**src/rtl/dmem_arbiter.sv**
```systemverilog
// Single-port data memory arbiter between the CPU load/store path and a host port.
// Optional statistics counters are enabled with `define DMEM_ARB_STATS_EN.
module dmem_arbiter #(
   parameter int AW        = 8,
   parameter int DW        = 8,
   parameter int MAX_WAIT  = 4,
   parameter int MAX_BURST = 8
) (
   input  logic          Clk,
   input  logic          Reset,
   input  logic          cpu_req,
   input  logic          cpu_wr,
   input  logic [AW-1:0] cpu_addr,
   input  logic [DW-1:0] cpu_wdat,
   output logic [DW-1:0] cpu_rdat,
   output logic          cpu_stall,
   input  logic          host_req,
   input  logic          host_wr,
   input  logic [AW-1:0] host_addr,
   input  logic [DW-1:0] host_wdat,
   output logic          host_gnt,
   output logic          host_ack,
   output logic [DW-1:0] host_rdat,
   output logic          mem_wr_en,
   output logic          mem_rd_en,
   output logic [AW-1:0] mem_addr,
   output logic [DW-1:0] mem_wdat,
   input  logic [DW-1:0] mem_rdat,
`ifdef DMEM_ARB_STATS_EN
   output logic [15:0]   stall_cycles,
   output logic [15:0]   host_grants,
`endif
   output logic          arb_state
);

   // Host handshake: host_req is a level held with stable addr/data; an access
   // happens on every edge where host_gnt && host_req, and host_ack/host_rdat
   // report it one cycle later. The CPU simply replays while cpu_stall is high.
   localparam logic [0:0] CPU_OWN  = 1'b0;
   localparam logic [0:0] HOST_OWN = 1'b1;

   localparam logic [3:0] WAIT_MAX   = 4'(MAX_WAIT);
   localparam logic [7:0] BURST_MAX  = 8'(MAX_BURST);
   localparam logic [7:0] BURST_LAST = 8'(MAX_BURST - 1);

   logic [0:0] state;
   logic [3:0] wait_cnt;
   logic [7:0] burst_cnt;
   logic       host_acc;
   logic       go_host;
   logic       go_cpu;

   assign host_acc = (state == HOST_OWN) && host_req;
   assign go_host  = (state == CPU_OWN) && host_req && (!cpu_req || (wait_cnt == WAIT_MAX));
   // >= so a CPU request arriving after the burst count saturated still ends the grant.
   assign go_cpu   = (state == HOST_OWN) && (!host_req || (cpu_req && (burst_cnt >= BURST_LAST)));

   assign arb_state = state;

   always_comb begin
      host_gnt  = 1'b0;
      cpu_stall = 1'b0;
      cpu_rdat  = mem_rdat;
      mem_wr_en = cpu_req & cpu_wr;
      mem_rd_en = cpu_req & ~cpu_wr;
      mem_addr  = cpu_addr;
      mem_wdat  = cpu_wdat;
      if (state == HOST_OWN) begin
         host_gnt  = 1'b1;
         cpu_stall = cpu_req;
         cpu_rdat  = '0;
         mem_wr_en = host_acc & host_wr;
         mem_rd_en = host_acc & ~host_wr;
         mem_addr  = host_req ? host_addr : '0;
         mem_wdat  = host_req ? host_wdat : '0;
      end
   end

   always_ff @(posedge Clk or negedge Reset) begin
      if (!Reset) begin
         state <= CPU_OWN;
      end else if (go_host) begin
         state <= HOST_OWN;
      end else if (go_cpu) begin
         state <= CPU_OWN;
      end
   end

   always_ff @(posedge Clk or negedge Reset) begin
      if (!Reset) begin
         wait_cnt  <= '0;
         burst_cnt <= '0;
      end else if (go_host) begin
         wait_cnt  <= '0;
         burst_cnt <= '0;
      end else if (state == CPU_OWN) begin
         if (!host_req) begin
            wait_cnt <= '0;
         end else if (wait_cnt != WAIT_MAX) begin
            wait_cnt <= wait_cnt + 4'd1;
         end
      end else begin
         wait_cnt <= '0;
         if (host_acc && (burst_cnt != BURST_MAX)) begin
            burst_cnt <= burst_cnt + 8'd1;
         end
      end
   end

   always_ff @(posedge Clk or negedge Reset) begin
      if (!Reset) begin
         host_ack  <= 1'b0;
         host_rdat <= '0;
      end else begin
         host_ack <= host_acc;
         if (host_acc && !host_wr) begin
            host_rdat <= mem_rdat;
         end
      end
   end

`ifdef DMEM_ARB_STATS_EN
   always_ff @(posedge Clk or negedge Reset) begin
      if (!Reset) begin
         stall_cycles <= '0;
         host_grants  <= '0;
      end else begin
         if (cpu_stall && (stall_cycles != 16'hFFFF)) begin
            stall_cycles <= stall_cycles + 16'd1;
         end
         if (go_host && (host_grants != 16'hFFFF)) begin
            host_grants <= host_grants + 16'd1;
         end
      end
   end
`endif

endmodule

```
**config.mk**
```make
export PLATFORM = sky130hd
export DESIGN_NAME = dmem_arbiter
export DESIGN_NICKNAME = d
export VERILOG_FILES = /design/src/rtl/dmem_arbiter.sv
export SDC_FILE = /design/constraint.sdc
export NUM_CORES = 1
export LEC_CHECK = 0
export CAP_MARGIN = 30
export CORE_MARGIN = 3
export CORE_UTILIZATION = 37
export CTS_CLUSTER_SIZE = 25
export DETAILED_ROUTE_END_ITERATION = 16
export PLACE_DENSITY = 0.84
export SETUP_SLACK_MARGIN = 0.02
export SYNTH_ARGS = -nofsm -noshare
export SYNTH_HDL_FRONTEND = slang
export SYNTH_SLANG_ARGS = --single-unit
```
**constraint.sdc**
```tcl
create_clock -name Clk -period 2 [get_ports Clk]
set_clock_uncertainty 0.1 [all_clocks]
set_input_delay 0.4 -clock Clk [delete_from_list [all_inputs] [get_ports Clk]]
set_output_delay 0.4 -clock Clk [all_outputs]
set_load 0.01 [all_outputs]
```
* Word level (Yosys, flattened, before mapping)
Index checks and enable logic that the tools add are counted.
** Cells by class
- Add/sub/neg operators :: 2
- Magnitude comparators :: 1
- Equality and inequality tests :: 4
- Mux-type cells :: 18
- Bitwise gates (word level) :: 7
- Reduce and logical (&&, ||, !) cells :: 16
** Operators with widths (count)
- two-way mux 8 bit :: 8
- two-way mux 4 bit :: 4
- adder 8 x 1 -> 8 bit, second input constant :: 1
- >= comparator 8 x 3 -> 1 bit, second input constant :: 1
- != test 8 x 4 -> 1 bit, second input constant :: 1
- logical AND 1 bit :: 7
- two-way mux 1 bit :: 6
- nonzero test 2 bit :: 3
- adder 4 x 1 -> 4 bit, second input constant :: 1
- AND 1 bit :: 4
- == test 4 x 3 -> 1 bit, second input constant :: 1
- != test 4 x 1 -> 1 bit, second input constant :: 1
- != test 4 x 3 -> 1 bit, second input constant :: 1
- logical NOT 1 bit :: 3
- inverter 1 bit :: 3
- logical OR 1 bit :: 2
- AND reduction 2 bit :: 1
** Word-level totals
- Register bits :: 22
- Input port bits :: 46

* Logic depth before layout (Yosys ltp)
Gate-level depths: netlist of the first run.
- Depth in word-level cells :: 6
- Depth in mapped cells :: 6
- Mapped depth without buffers :: 6

* Worst setup path after synthesis of the first run
No wires, ideal clock.
- Kind :: register to output
- Start :: reg state (netlist: arb_state)
- End :: out mem_addr[0]
- Data arrival time :: 1198 ps
- Data required time :: 1500 ps
- Slack :: 302 ps
- Cell stages (with the launch flop) :: 7
- Cell sequence :: dfrtp_1 > nand2_1 > inv_1 > buf_4 > buf_2 > nand2_1 > o21ai_0
** Between the ends
- Word-level cells in the longest chain between the ends :: 1
** Ends and longest elaborated chain
- start: declaration :: RTL line 46 : logic [0:0] state;
- start signal: assignment :: RTL line 81 : state <= CPU_OWN;
- start signal: assignment :: RTL line 83 : state <= HOST_OWN;
- start signal: assignment :: RTL line 85 : state <= CPU_OWN;
- two-way mux 8 bit :: RTL line 68 : if (state == HOST_OWN) begin
- end: declaration :: RTL line 26 : output logic [AW-1:0] mem_addr,
Every way passes these cells.

* Worst setup path in the final report of the first run
- Start :: reg state (netlist: arb_state)
- End :: out cpu_rdat[3]
** Between the ends
- Word-level cells in the longest chain between the ends :: 1
** Ends and longest elaborated chain
- two-way mux 8 bit :: RTL line 68
- end: declaration :: RTL line 15 : output logic [DW-1:0] cpu_rdat,
Every way passes these cells.

==> flow_metrics.tcl, run 1 <==
set metrics [dict create \
    run_status "completed" \
    route.detailed.wl_per_inst_um 13.6 \
    timing_worst_slew_pin_value_ns 0.294 \
    critPathSlowestCell "dfrtp_2" \
    cts_tree "built" \
    ant_nets 0 \
    place_inst 285 \
    start_util_pct 39.4 \
    area_growth_syn_to_layout_pct 73.8 \
    cts-root-to-sink-buffers 2 \
    finalHoldViolations 0 \
    drt_wl_total_mm 4.03 \
    cpLargestDelayFamily "buffers and inverters" \
    antenna_fix_cells 0 \
    synth.cell_area_um2 1350 \
    number_of_enable_type_register_cells_in_the_synthesized_netlist 0 \
    design_power_total_mw 1.39 \
    clock_sink_count 22 \
    synth_warnings 0 \
    ys_seq_elements 22 \
    coreArea_um2 3420 \
    port_buffers 83 \
    cp_slowest_stage_delay_ns 0.48 \
    fin_nets 302 \
    floorplan.die.width_um 66.3 \
    detailedRoute.firstIterationViolations 35 \
    clkLatencyLatePin_ns 0.30 \
    synthFlopType "dfrtp_1" \
    headroom_to_the_max_slew_limit_pct 80.2 \
    synth_sequential_area_ratio_pct 40.9 \
    fin_hold_ws_ns 0.336 \
    startpoint_types "flip-flop" \
    cts-buffers-inserted 3 \
    h-tree-depth 1 \
    postCtsHoldBufs 0 \
    avgViaCountPerCell 4.69 \
    buffers_plus_inverters_on_the_worst_setup_path 3 \
    grt_pass1_vias 1287 \
    post_route_cells_drive_above_1_share_pct 25.6 \
    cp-end-kind "primary output" \
    largest_net_degree_at_the_start_of_global_routing 25 \
    fin_crit_sh_pct 97.3 \
    worst_setup_hold_path_clk_slew_ns 0.11 \
    timing_worst_setup_path_type "reg2out" \
    timing.final.setup_violations 0 \
    layout.cells.non_filler 296 \
    dp_hpwl_mm 2.93 \
    required_worst_endpoint_ns 1.50 \
    mappedNetlistNets 201 \
    crit_path_frequent_cell "buf_4" \
    worst-endpoint-arrival_ns 1.45 \
    critPathMaxFanout 4 \
    fp.dieH_um 66.3 \
    power.leakage_nw 1.16 \
    setup_repair_after_global_routing_missed_its_margin "yes" \
    power.ir.vdd_worst_v 0.000474 \
    cell_at_the_root_of_the_clock_tree "clkbuf_4" \
    max_freq_ghz 0.514 \
    synth.distinct_cells 30 \
    floorplan.io_pins 84 \
    synthArstFlopShare_pct 100 \
    drv_cap 0 \
    floorplan.die_area_um2 4400 \
    vias 1389 \
    timing.hold.worst.class "in2async" \
    gr-total-overflow 0 \
    synthCells 151 \
    grt_util_all_layers_pct 16.7 \
    final_cell_mix "clkdlybuf4s50_1 (53), inv_1 (23), dfrtp_1 (21), nand2_1 (17), buf_2 (17)" \
    fin_crit_ns 1.95 \
    drtPass1Iterations 4 \
    final_design_area_no_fill_um2 2340 \
    cellPowerDensity_nw_per_um2 593 \
    timing.critical_path.cells "buf_4 > buf_4 > nor2b_1 > dlygate4sd2_1" \
    grt_first_pass_wirelength_mm 5.69 \
    mostFrequentLayoutCell "clkdlybuf4s50_1" \
    row_count 21 \
    placement.cell_area_um2 2300 \
    gp_congestion 0.761 \
    syn_avg_cell_area_um2 8.92 \
    drc 0 \
    timing.final.max_slew_violations 0 \
    antenna_violations_before_repair 0 \
]
[cell families (layout without fill, tap and decap cells)]
group / count (synthesis) / in the layout / share of synthesized area, %
flops: 22 / 22 / 40.9
mux: 9 / 9 / 7.53
xor+xnor: 6 / 6 / 3.90
buf+inv: 31 / 130 / 9.48
simple gates: 52 / 52 / 20.1
compound gates: 27 / 27 / 14.4
fa+ha+maj: 4 / 4 / 3.72
[cells in the mapped netlist (2+ instances only)]
library cell	n	area share, %
xor2_1	5	3.3
nand2_1	19	5.3
dfrtp_1	22	41
nand4_1	3	1.4
a21oi_1	2	0.74
nand2b_1	3	1.4
ha_1	4	3.7
nor2_1	9	2.5
a22o_1	2	1.3
inv_1	24	6.7
and3_1	2	0.93
nand3_1	2	0.74
mux2_2	9	7.5
nor2b_1	9	4.2
o21ai_0	17	6.3
buf_4	2	1.1
buf_2	3	1.1
clkbuf_1	2	0.56
[where the power goes]
group          internal (mW)  leakage, nW  total [mW]  switching, mW
combinational          0.370        0.857       0.628          0.258
sequential             0.517        0.285       0.567         0.0499
clock                 0.0703       0.0138       0.193          0.122
total                  0.958         1.16        1.39          0.430
[registers in the layout, summed over array words and instances, names as in the netlist]
| register | count |
|---|---|
| wait_cnt | 4 |
| arb_state | 1 |
| host_ack | 1 |
| host_rdat | 8 |
| burst_cnt | 8 |
[per-stage QoR]
| step | TNS (ns) | setup WS, ns | util, % |
|---|---|---|---|
| 4_1_cts | -0.343 | -0.0980 | 65.8 |
| 3_3_place_gp | -7.75 | -0.430 | 67.3 |
| 3_5_place_dp | -8.24 | -0.481 | 67.3 |
| 2_1_floorplan | 0 | 0.302 | - |
| 6_report | 0 | 0.0549 | 68.5 |
| 5_1_grt | -0.0114 | -0.00868 | 68.5 |
[area by class of cell]
class | count | area, µm²
fillers | 257 | 1080
repair buffers | 103 | 926
multi-input cells | 98 | 689
flip-flops and latches | 22 | 552
inverters | 24 | 92.6
well taps | 46 | 57.6
clock buffers | 3 | 22.5
[worst reg2reg max path: stages, from the launching register on]
cell	delay, ns
dfrtp_1	0.43
inv_1	0.07
ha_1	0.15
nand3b_1	0.17
a21oi_4	0.30
nor2_1	0.10
mux2_2	0.26
[path summary, 6_finish.rpt]
path	startpoint	endpoint	slack (ns)	depth (start not counted)
setup / recovery	arb_state$_DFFE_PN0P_	cpu_rdat[3]	0.05	4
hold / removal	Reset	host_rdat[4]$_DFFE_PN0P_	0.34	2
setup reg to reg	wait_cnt[0]$_DFFE_PN0P_	burst_cnt[0]$_DFFE_PN0P_	0.32	6
hold reg to reg	wait_cnt[0]$_DFFE_PN0P_	wait_cnt[0]$_DFFE_PN0P_	0.40	1
max in group asynchronous	Reset	arb_state$_DFFE_PN0P_	1.23	2
min in group Clk	wait_cnt[0]$_DFFE_PN0P_	wait_cnt[0]$_DFFE_PN0P_	0.40	1
[layer usage]
layer | global-route usage, % | vias up | share of wire [%]
li1 | - | 688 | -
met1 | 19.2 | 644 | 38
met2 | 28.5 | 48 | 53
met3 | 5.10 | 9 | 7.5
met4 | 6.85 | 0 | 1.9
met5 | 0 | - | 0
[what timing repair did]
action	CTS	global route
gates resized for setup	85	17
setup endpoints to repair	29	20
pin swaps	0	0
setup buffers	2	5
gates cloned	0	1
(Power assumes the default switching activity.)
==> run 2: changes to the inputs <==
--- a/config.mk
+++ b/config.mk
@@ -5,12 +5,12 @@
 export SDC_FILE = /design/constraint.sdc
 export NUM_CORES = 1
 export LEC_CHECK = 0
-export CAP_MARGIN = 30
-export CORE_MARGIN = 3
+export CAP_MARGIN = 40
+export CORE_MARGIN = 2
 export CORE_UTILIZATION = 37
 export CTS_CLUSTER_SIZE = 25
 export DETAILED_ROUTE_END_ITERATION = 16
-export PLACE_DENSITY = 0.84
+export PLACE_DENSITY_LB_ADDON = 0.05
 export SETUP_SLACK_MARGIN = 0.02
 export SYNTH_ARGS = -nofsm -noshare
 export SYNTH_HDL_FRONTEND = slang
==> run 2 against run 1 <==
- utilization down 1.5 points
- first-iteration DRC count up 37%
- critical path depth up 1
- combinational power down 3.8%
- fmax up 1.4%
- cell count down 2.0%
- global-route usage up 3.0 points
- via count down 2.7%
- sequential cell count unchanged
- worst setup slack better by 0.027 ns
- cell area down 2.2%
- critical path type unchanged
- highest routed layer unchanged
==> flow_metrics.tcl, run 2 (synthesis gave the netlist of run 1 again) <==
set metrics [dict create \
    h-tree-depth 1 \
    setup_repair_after_global_routing_missed_its_margin "yes" \
    wl_met1_mm 1.53 \
    drtPass1Iterations 4 \
    drv_cap 0 \
    antenna_fix_cells 0 \
    coreArea_um2 3420 \
    largest_registers "burst_cnt (8), host_rdat (8), wait_cnt (4)" \
    detailedRoute.firstIterationViolations 48 \
    headroom_to_the_max_slew_limit_pct 80.1 \
    ant_nets 0 \
    cpLargestDelayFamily "flip-flops" \
    met2RoutedLength_mm 2.10 \
    cellPowerDensity_nw_per_um2 661 \
    floorplan.io_pins 84 \
    mostFrequentLayoutCell "clkdlybuf4s50_1" \
    floorplan.die_area_um2 4140 \
    finalHoldViolations 0 \
    clkLatencyLatePin_ns 0.31 \
    timing.final.setup_violations 0 \
    clock_sink_count 22 \
    power.ir.vdd_worst_v 0.000485 \
    avgViaCountPerCell 4.66 \
    postCtsHoldBufs 0 \
    critPathMaxFanout 10 \
    port_buffers 83 \
    final_design_area_no_fill_um2 2290 \
    power.leakage_nw 1.12 \
    buffers_plus_inverters_on_the_worst_setup_path 3 \
    cts-buffers-inserted 3 \
    drt_wl_total_mm 3.97 \
    drc 0 \
    route.detailed.wl_per_inst_um 13.7 \
    largest_net_degree_at_the_start_of_global_routing 23 \
    cts_tree "built" \
    worst-endpoint-arrival_ns 1.42 \
    post_route_cells_drive_above_1_share_pct 23.4 \
    timing.hold.worst.class "in2async" \
    fin_nets 295 \
    cts-root-to-sink-buffers 2 \
    route.top_layer_used "met4" \
    critPathSlowestCell "dfrtp_2" \
    final_cell_mix "clkdlybuf4s50_1 (53), inv_1 (23), dfrtp_1 (21), nand2_1 (18), o21ai_0 (15)" \
    start_util_pct 39.4 \
    timing.critical_path.cells "nand2_4 > inv_4 > buf_12 > a22o_1 > buf_2" \
    met3_length_um 272 \
    startpoint_types "flip-flop" \
    gr-total-overflow 0 \
    fin_crit_ns 1.92 \
    cell_at_the_root_of_the_clock_tree "clkbuf_4" \
    required_worst_endpoint_ns 1.50 \
    max_freq_ghz 0.521 \
    cp_slowest_stage_delay_ns 0.46 \
    cp-end-kind "primary output" \
    timing_worst_setup_path_type "reg2out" \
    run_status "completed" \
    timing_worst_slew_pin_value_ns 0.297 \
    vias 1351 \
    grt_first_pass_wirelength_mm 6.37 \
    fin_crit_sh_pct 95.9 \
    gp_congestion 0.788 \
    timing.final.max_slew_violations 0 \
    area_growth_syn_to_layout_pct 69.9 \
    row_count 21 \
    floorplan.die.width_um 64.3 \
    design_power_total_mw 1.51 \
    placement.cell_area_um2 2290 \
    worst_setup_hold_path_clk_slew_ns 0.12 \
    fp.dieH_um 64.3 \
    grt_util_all_layers_pct 19.7 \
    dp_hpwl_mm 3.08 \
    antenna_violations_before_repair 0 \
    grt_pass1_vias 1412 \
]
-- run 2: cell count changes in the layout (fill, tap and decap cells not counted), sizes merged --
cell           before  now
buf                36   23
bufinv              0    1
clkbuf              6   14
clkdlybuf4s15       0    1
dlygate4sd2         9    6
-- run 2: power breakdown --
part,switching [mW],internal [mW],total [mW]
sequential,0.0481,0.517,0.565
clock,0.139,0.203,0.342
combinational,0.251,0.353,0.604
total,0.438,1.07,1.51
-- run 2: layout make-up --
class / count / area (µm²)
clock inverters: 1 / 30.0
clock buffers: 3 / 22.5
repair buffers: 96 / 857
multi-input cells: 98 / 676
fillers: 302 / 1130
well taps: 46 / 57.6
inverters: 24 / 92.6
flip-flops and latches: 22 / 552
-- run 2: through the flow --
step                      hold WS [ns]  util (%)  setup slack, ns  TNS (ns)  std cells
after global placement           0.371      67.1           -0.407     -7.36        284
after CTS                        0.335      68.7           0.0242         0        290
final                            0.328      67.0           0.0819         0        290
after floorplan                0.00441         -            0.302         0        151
after detailed placement         0.392      67.1           -0.455     -8.13        284
after global routing             0.352      67.0           0.0197         0        290
-- run 2: path summary, 6_finish.rpt --
| kind | from | end | slack [ns] | cells after the start |
|---|---|---|---|---|
| setup / recovery | arb_state$_DFFE_PN0P_ | mem_wr_en | 0.08 | 5 |
| hold / removal | Reset | burst_cnt[6]$_DFFE_PN0P_ | 0.33 | 2 |
| setup reg to reg | wait_cnt[0]$_DFFE_PN0P_ | burst_cnt[0]$_DFFE_PN0P_ | 0.36 | 6 |
| hold reg to reg | wait_cnt[0]$_DFFE_PN0P_ | wait_cnt[0]$_DFFE_PN0P_ | 0.41 | 1 |
| max in group asynchronous | Reset | arb_state$_DFFE_PN0P_ | 1.23 | 2 |
| min in group Clk | wait_cnt[0]$_DFFE_PN0P_ | wait_cnt[0]$_DFFE_PN0P_ | 0.41 | 1 |
-- run 2: timing repair --
action,CTS,global route
gates cloned,1,0
buffers inserted,1,0
resized for setup,72,27
pin swaps,1,0
setup endpoints to repair,29,18
-- run 2: metal layers --
layer  track usage, %  up-vias
met1             20.4      617
met2             38.0       53
met5                0        -
met4             6.12        0
li1                 -      673
met3             5.11        8
